$ cat config.mk
export PLATFORM = sky130hd
export DESIGN_NAME = pzbcm_stream_merger
export DESIGN_NICKNAME = d
export VERILOG_FILES = /design/src/rtl/pzbcm_stream_merger.sv
export SDC_FILE = /design/constraint.sdc
export NUM_CORES = 1
export LEC_CHECK = 0
export CORE_ASPECT_RATIO = 1.2
export CORE_MARGIN = 4
export CORE_UTILIZATION = 35
export CTS_CLUSTER_DIAMETER = 50
export DETAILED_ROUTE_END_ITERATION = 12
export PLACE_DENSITY = 0.73
export SLEW_MARGIN = 10
export SYNTH_ARGS = -nofsm -noshare
export SYNTH_HDL_FRONTEND = slang
export SYNTH_SLANG_ARGS = --single-unit
$ cat constraint.sdc
create_clock -name i_clk -period 1.75 [get_ports i_clk]
set_clock_uncertainty 0.1 [all_clocks]
set_input_delay 0.35 -clock i_clk [delete_from_list [all_inputs] [get_ports i_clk]]
set_output_delay 0.35 -clock i_clk [all_outputs]
set_load 0.03 [all_outputs]
$ cat src/rtl/pzbcm_stream_merger.sv
// rtl/pzbcm_stream_merger.sv - round-robin packet-locking merge of N valid/ready streams
// onto one registered output; o_select encodes the source of the buffered beat.
module pzbcm_stream_merger #(
  parameter int  WIDTH   = 8,
  parameter type TYPE    = logic [WIDTH-1:0],
  parameter int  ENTRIES = 2,
  parameter bit  ONE_HOT = 1,
  localparam int SELECT_WIDTH = ONE_HOT ? ENTRIES : ((ENTRIES > 1) ? $clog2(ENTRIES) : 1)
) (
  input  logic                    i_clk,
  input  logic                    i_rst_n,
  input  logic [ENTRIES-1:0]      i_valid,
  output logic [ENTRIES-1:0]      o_ready,
  input  TYPE                     i_data [ENTRIES],
  input  logic [ENTRIES-1:0]      i_last,
  output logic                    o_valid,
  input  logic                    i_ready,
  output TYPE                     o_data,
  output logic                    o_last,
  output logic [SELECT_WIDTH-1:0] o_select
);

  localparam int INDEX_WIDTH = (ENTRIES > 1) ? $clog2(ENTRIES) : 1;

  typedef enum logic {
    IDLE,
    LOCKED
  } state_t;

  state_t                   state;
  logic [INDEX_WIDTH-1:0]   lock_index;
  logic [INDEX_WIDTH-1:0]   rr_pointer;
  logic [ENTRIES-1:0]       grant;
  logic [INDEX_WIDTH-1:0]   grant_index;
  logic [SELECT_WIDTH-1:0]  select_next;
  logic                     found;
  logic                     load;
  logic                     accept;

  // Two passes: indices at/after the pointer first, then the wrapped-around ones.
  always_comb begin
    grant       = '0;
    grant_index = '0;
    found       = 1'b0;
    if (state == LOCKED) begin
      grant[lock_index] = 1'b1;
      grant_index       = lock_index;
    end else begin
      for (int i = 0; i < ENTRIES; i++) begin
        if (!found && (i >= int'(rr_pointer)) && i_valid[i]) begin
          found       = 1'b1;
          grant_index = INDEX_WIDTH'(i);
        end
      end
      for (int i = 0; i < ENTRIES; i++) begin
        if (!found && i_valid[i]) begin
          found       = 1'b1;
          grant_index = INDEX_WIDTH'(i);
        end
      end
      if (found) begin
        grant[grant_index] = 1'b1;
      end
    end
  end

  assign load    = !o_valid || i_ready;
  assign o_ready = load ? grant : '0;
  assign accept  = |(i_valid & o_ready);

  if (ONE_HOT) begin : g_one_hot
    always_comb begin
      select_next              = '0;
      select_next[grant_index] = 1'b1;
    end
  end else begin : g_binary
    assign select_next = SELECT_WIDTH'(grant_index);
  end

  always_ff @(posedge i_clk or negedge i_rst_n) begin
    if (!i_rst_n) begin
      state      <= IDLE;
      lock_index <= '0;
      rr_pointer <= '0;
      o_valid    <= 1'b0;
      o_data     <= '0;
      o_last     <= 1'b0;
      o_select   <= '0;
    end else begin
      if (load) begin
        o_valid <= accept;
        if (accept) begin
          o_data   <= i_data[grant_index];
          o_last   <= i_last[grant_index];
          o_select <= select_next;
        end
      end
      if (accept) begin
        if (i_last[grant_index]) begin
          state <= IDLE;
          if (grant_index == INDEX_WIDTH'(ENTRIES - 1)) begin
            rr_pointer <= '0;
          end else begin
            rr_pointer <= grant_index + 1'b1;
          end
        end else begin
          state      <= LOCKED;
          lock_index <= grant_index;
        end
      end
    end
  end

endmodule

# Word level (Yosys, flattened, before mapping)
# Cells that the tools add are included.
# totals
register_bits,15
inputBits,23
out_inout_bits,14
wordCells,64
# op_classes
add_sub_neg,1
magnitude_cmp,8
mux,29
bitwise,3
reduce_logical,16
# ops
op,count
2-to-1 mux 8 bit,3
2-to-1 mux 1 bit,20
logical AND 1 bit,7
less-than comparator 1 x 2 -> 1 bit (second input constant),3
2-to-1 mux 2 bit,3
AND reduction 2 bit,3
logical NOT 1 bit,4
demux 1 bit (select 1 bit),3
greater-or-equal comparator 1 bit (second input constant),3
bitwise AND 2 bit,1
greater-or-equal comparator 2 bit (second input constant),1
NOT 1 -> 2 bit,1
OR reduction 2 bit,1
adder 1 bit (second input constant),1
greater-or-equal comparator 1 bit (first input constant),1
logical OR 1 bit,1
NOT 1 bit,1

# Longest topological paths before layout
# depth
depth_word,26
mapped_depth,6
ltp_nobuf,4

# Worst setup path after synthesis
# OpenSTA, ideal clock, no wires.
# synth_path
path_kind,reg-to-reg
from,reg o_valid
to,reg o_last
setup_time_ps,125
arrival_ps,1488
t_required_ps,1525
setup_slack_ps,38
stages_incl_launch_ff,6
path_buffers,1
period_less_slack_ps,1712
path_cell_list,dfrtp_1 -> nand2b_2 -> and4_4 -> buf_6 -> a31oi_4 -> mux2_2
# synth_between
elab_chain_len,6
# synth_lines
item,line,source
from (decl),16,"output logic o_valid,"
from (signal assigned),91,o_valid <= accept;
logical NOT 1 bit (*),67,assign load = !o_valid || i_ready;
logical OR 1 bit (*),67,
2-to-1 mux 2 bit,68,assign o_ready = load ? grant : '0;
bitwise AND 2 bit,69,assign accept = |(i_valid & o_ready);
OR reduction 2 bit,69,
AND reduction 2 bit (no line) (*),-,
to (signal assigned),94,o_last <= i_last[grant_index];
to (decl),19,"output logic o_last,"
# Mark *: on every way between the ends. The rest lies on a longest branch, timed or not.
# A chain may end at the register's enable or synchronous reset.

# Worst setup path after layout
# layout_path
from,reg state
to,out o_ready[0]
# layout_between
elab_chain_len,2
# layout_lines
item,line,source
from (decl),30,state_t state;
from (signal assigned),82,state <= IDLE;
from (signal assigned),100,state <= IDLE;
from (signal assigned),107,state <= LOCKED;
2-to-1 mux 2 bit,45,if (state == LOCKED) begin
2-to-1 mux 2 bit,68,
to (decl),13,"output logic [ENTRIES-1:0] o_ready,"
# No other way between the ends.

==> run_summary.xml <==
<?xml version="1.0" encoding="UTF-8"?>
<metrics>
  <group name="worst_setup_path">
    <metric name="arrival_time_worst_endpoint" unit="ns">1.30</metric>
    <metric name="startpoint_type" unit="">register</metric>
    <metric name="critical_path.cell_chain" unit="">buf_4, nand3b_1, a21oi_1, buf_4</metric>
    <metric name="cp_dominant_cell_by_count" unit="">sky130_fd_sc_hd__buf_4</metric>
    <metric name="crit_required" unit="ns">1.30</metric>
    <metric name="slowest_delay" unit="ns">0.42</metric>
    <metric name="timing_worst_setup_path_type" unit="">reg -&gt; out</metric>
    <metric name="worst_path_max_delay_cell" unit="">sky130_fd_sc_hd__dfrtp_1</metric>
    <metric name="end_kind" unit="">output pin</metric>
    <metric name="timing.critical_path.fanout_max" unit="">4</metric>
  </group>
  <group name="synthesis">
    <metric name="synth_seq_area_share" unit="%">49.1</metric>
    <metric name="number_of_nets_produced_by_synthesis" unit="">88</metric>
    <metric name="synthesis.instances" unit="">65</metric>
    <metric name="post_synth_instance_area" unit="µm²">764</metric>
    <metric name="ys_ff_latch" unit="">15</metric>
    <metric name="synth.lib_cells_used.distinct" unit="">28</metric>
    <metric name="ys_warn_count" unit="">0</metric>
    <metric name="syn_area_per_cell" unit="µm²">11.8</metric>
  </group>
  <group name="sta">
    <metric name="totalNegativeSetupSlack" unit="ns">-0.000165</metric>
    <metric name="relSlewSlack" unit="%">78.7</metric>
    <metric name="min_period" unit="ns">1.75</metric>
    <metric name="timing.final.max_slew_violations" unit="">0</metric>
    <metric name="max_freq" unit="MHz">571</metric>
    <metric name="worst_pin_slew" unit="ns">0.320</metric>
    <metric name="postLayoutSetupSlackWorst" unit="ns">-0.000165</metric>
    <metric name="setup_viol_count_final" unit="">1</metric>
    <metric name="final-hold-violation-count" unit="">0</metric>
    <metric name="final.period_utilization" unit="%">100</metric>
    <metric name="rsz0062_at_grt" unit="">yes</metric>
  </group>
  <group name="run_status">
    <metric name="outcome" unit="">finished with violations</metric>
    <metric name="violations" unit="">setup timing</metric>
  </group>
  <group name="global_route">
    <metric name="grt_pass1_wl" unit="mm">3.68</metric>
    <metric name="globalRouteTotalUtil" unit="%">16.3</metric>
    <metric name="pin_count_of_the_biggest_net_entering_global_routing" unit="">16</metric>
    <metric name="grt_antenna_before_repair" unit="">0</metric>
    <metric name="first_global_vias" unit="">819</metric>
    <metric name="grt_overflow_total" unit="">0</metric>
  </group>
  <group name="placement">
    <metric name="post-dp-hpwl" unit="mm">1.72</metric>
    <metric name="dpl_cell_area" unit="mm²">0.00126</metric>
    <metric name="port_buffers" unit="">36</metric>
    <metric name="placement.setup.worst_slack" unit="ns">-0.301</metric>
    <metric name="placed_cells" unit="">144</metric>
    <metric name="gpl.final_weighted_congestion" unit="">0.846</metric>
  </group>
  <group name="route">
    <metric name="ant_nets" unit="">0</metric>
    <metric name="wl_met3" unit="µm">138</metric>
    <metric name="route.final.wire_length" unit="mm">2.23</metric>
    <metric name="average_wire_length_per_cell_after_detail_routing" unit="µm">14.8</metric>
    <metric name="top_layer_used" unit="">met4</metric>
    <metric name="wl_met1" unit="µm">864</metric>
    <metric name="detailedRoute.firstIterationViolations" unit="">19</metric>
    <metric name="drt_pass1_iterations" unit="">4</metric>
    <metric name="viasPerCell" unit="">5.13</metric>
    <metric name="drc_errors" unit="">0</metric>
    <metric name="route.vias.total" unit="">774</metric>
    <metric name="met2RoutedLength" unit="mm">1.19</metric>
  </group>
  <group name="pwr">
    <metric name="power" unit="mW">2.28</metric>
    <metric name="leakage" unit="nW">0.606</metric>
    <metric name="power_per_cell_area" unit="mW/mm²">1710</metric>
    <metric name="vdd.ir_drop.worst" unit="mV">0.925</metric>
  </group>
  <group name="clocking">
    <metric name="cts_max_level" unit="">1</metric>
    <metric name="postCtsHoldBufs" unit="">0</metric>
    <metric name="clkLatencyLatePin" unit="ns">0.28</metric>
    <metric name="root_buffer" unit="">sky130_fd_sc_hd__clkbuf_4</metric>
    <metric name="cts_made_buffers" unit="">3</metric>
    <metric name="clock_path_buffers" unit="">2</metric>
    <metric name="tritoncts_sink_count" unit="">15</metric>
    <metric name="cts_tree" unit="">built</metric>
    <metric name="clkTransAtPathRegs" unit="ns">0.10</metric>
  </group>
  <group name="layout">
    <metric name="fin_nets" unit="">145</metric>
    <metric name="antenna_cells" unit="">0</metric>
    <metric name="layout-drive-gt1-share" unit="%">28.1</metric>
    <metric name="postLayoutCellArea" unit="mm²">0.00134</metric>
    <metric name="syn_to_final_growth" unit="%">74.6</metric>
    <metric name="final_cells" unit="">151</metric>
  </group>
  <group name="floorplanning">
    <metric name="fp.dieArea" unit="mm²">0.00300</metric>
    <metric name="pin_count" unit="">37</metric>
    <metric name="floorplan.initialDensity" unit="%">36.9</metric>
    <metric name="num_rows" unit="">18</metric>
    <metric name="design.core.area" unit="mm²">0.00207</metric>
    <metric name="die_width" unit="µm">50.7</metric>
    <metric name="fp.dieH" unit="µm">59.2</metric>
  </group>
  <group name="run">
    <metric name="max-cap-violations" unit="">0</metric>
  </group>
  <group name="min_path">
    <metric name="hold_class" unit="">in -&gt; async</metric>
  </group>
</metrics>
[timing repair]
action                                  CTS  global route
pin swaps                                 3             2
endpoints found under the setup margin   18            14
gates resized for setup                  21             3
setup buffers                             3             0
hold endpoints to repair                  0             0
[cell families (layout without fill, tap and decap cells)]
group | after synthesis | after routing | share of synthesized area (%)
AND/OR/NAND/NOR | 24 | 24 | 19.3
AO/OA/AOI/OAI | 21 | 21 | 24.7
flip-flops | 15 | 15 | 49.1
buffers and inverters | 3 | 59 | 3.44
multiplexers | 2 | 2 | 3.44
[placed cells by master, fill, tap and decap left out, types with 2 or more instances in the layout]
cell type and instances:
sky130_fd_sc_hd__buf_4 16, sky130_fd_sc_hd__clkdlybuf4s50_1 20, sky130_fd_sc_hd__and2_0 2, sky130_fd_sc_hd__dfrtp_1 15, sky130_fd_sc_hd__a211o_1 2, sky130_fd_sc_hd__mux2_4 2
sky130_fd_sc_hd__clkbuf_4 3, sky130_fd_sc_hd__buf_6 3, sky130_fd_sc_hd__a21oi_1 2, sky130_fd_sc_hd__nand2_1 4, sky130_fd_sc_hd__nand3b_1 2, sky130_fd_sc_hd__dlygate4sd2_1 14
sky130_fd_sc_hd__o21a_1 2, sky130_fd_sc_hd__and2_1 6, sky130_fd_sc_hd__a221o_1 8
[through the flow]
| stage | utilization [%] | hold slack [ns] |
|---|---|---|
| 6_report | 64.4 | 0.265 |
| 5_1_grt | 64.4 | 0.290 |
| 4_1_cts | 63.9 | 0.272 |
| 3_5_place_dp | 60.8 | 0.399 |
| 3_3_place_gp | 60.8 | 0.374 |
| 2_1_floorplan | - | -0.0456 |
[final timing paths]
check	from	to	slack, ns	depth (start not counted)
max	state	o_ready[0]	-0.0002	4
min	i_rst_n	o_data[3]	0.27	2
max in group asynchronous	i_rst_n	o_select[0]	1.10	2
max reg2reg	state	o_last	0.04	5
min in group i_clk	o_select[0]	o_select[0]	0.42	2
min reg2reg	o_select[0]	o_select[0]	0.42	2
[cell type report]
class | instances | area (µm²)
inverters | 1 | 3.75
flip-flops and latches | 15 | 375
multi-input cells | 47 | 395
well taps | 30 | 37.5
fillers | 182 | 737
repair buffers | 54 | 497
clock buffers | 4 | 26.3
[power breakdown]
| part | internal, mW | total, mW | switching, mW |
|---|---|---|---|
| Clock | 0.0884 | 0.198 | 0.110 |
| Combinational | 0.702 | 1.46 | 0.757 |
| Sequential | 0.512 | 0.622 | 0.110 |
[synth_stat cells]
cell,n,share of area [%]
sky130_fd_sc_hd__and4_4,1,1.5
sky130_fd_sc_hd__a31oi_4,1,2.8
sky130_fd_sc_hd__o211ai_1,1,0.98
sky130_fd_sc_hd__and2_0,2,1.6
sky130_fd_sc_hd__and2_1,6,4.9
sky130_fd_sc_hd__a211oi_1,1,0.98
sky130_fd_sc_hd__o21ai_2,1,1.1
sky130_fd_sc_hd__mux2_2,1,1.5
sky130_fd_sc_hd__a221o_1,8,10
sky130_fd_sc_hd__nand3b_1,2,2.0
sky130_fd_sc_hd__nor2b_1,2,1.6
sky130_fd_sc_hd__nand4_1,1,0.82
sky130_fd_sc_hd__inv_1,1,0.49
sky130_fd_sc_hd__and3_1,1,0.82
sky130_fd_sc_hd__nor2_2,1,0.82
sky130_fd_sc_hd__nor2_1,1,0.49
sky130_fd_sc_hd__o21a_2,1,1.1
sky130_fd_sc_hd__nand2_1,4,2.0
sky130_fd_sc_hd__o21a_1,2,2.0
sky130_fd_sc_hd__a21oi_1,2,1.3
sky130_fd_sc_hd__buf_6,2,2.9
sky130_fd_sc_hd__nand2b_1,2,1.6
sky130_fd_sc_hd__dfrtp_1,15,49
sky130_fd_sc_hd__a21boi_0,1,0.98
sky130_fd_sc_hd__mux2_4,1,2.0
sky130_fd_sc_hd__o21ai_0,1,0.65
sky130_fd_sc_hd__a211o_1,2,2.3
sky130_fd_sc_hd__nand2b_2,1,1.1
[critical path: cells and delay by family (launching register included)]
| family | cells | cell delay [ns] |
|---|---|---|
| buffers and inverters | 2 | 0.33 |
| AOI/OAI and AO/OA | 1 | 0.13 |
| and+or+nand+nor | 1 | 0.14 |
| DFF | 1 | 0.42 |
[metal layers]
layer | global-route usage [%] | vias to the layer above
met5 | 0 | -
met1 | 17.6 | 376
met3 | 3.53 | 4
met4 | 5.77 | 0
met2 | 31.0 | 33
li1 | - | 361
[sequential cells by signal, indices dropped and copies added (netlist names)]
register,count
o_data,8
o_select,2
state,1
lock_index,1
rr_pointer,1
o_valid,1
o_last,1
(Power assumes the default switching activity.)
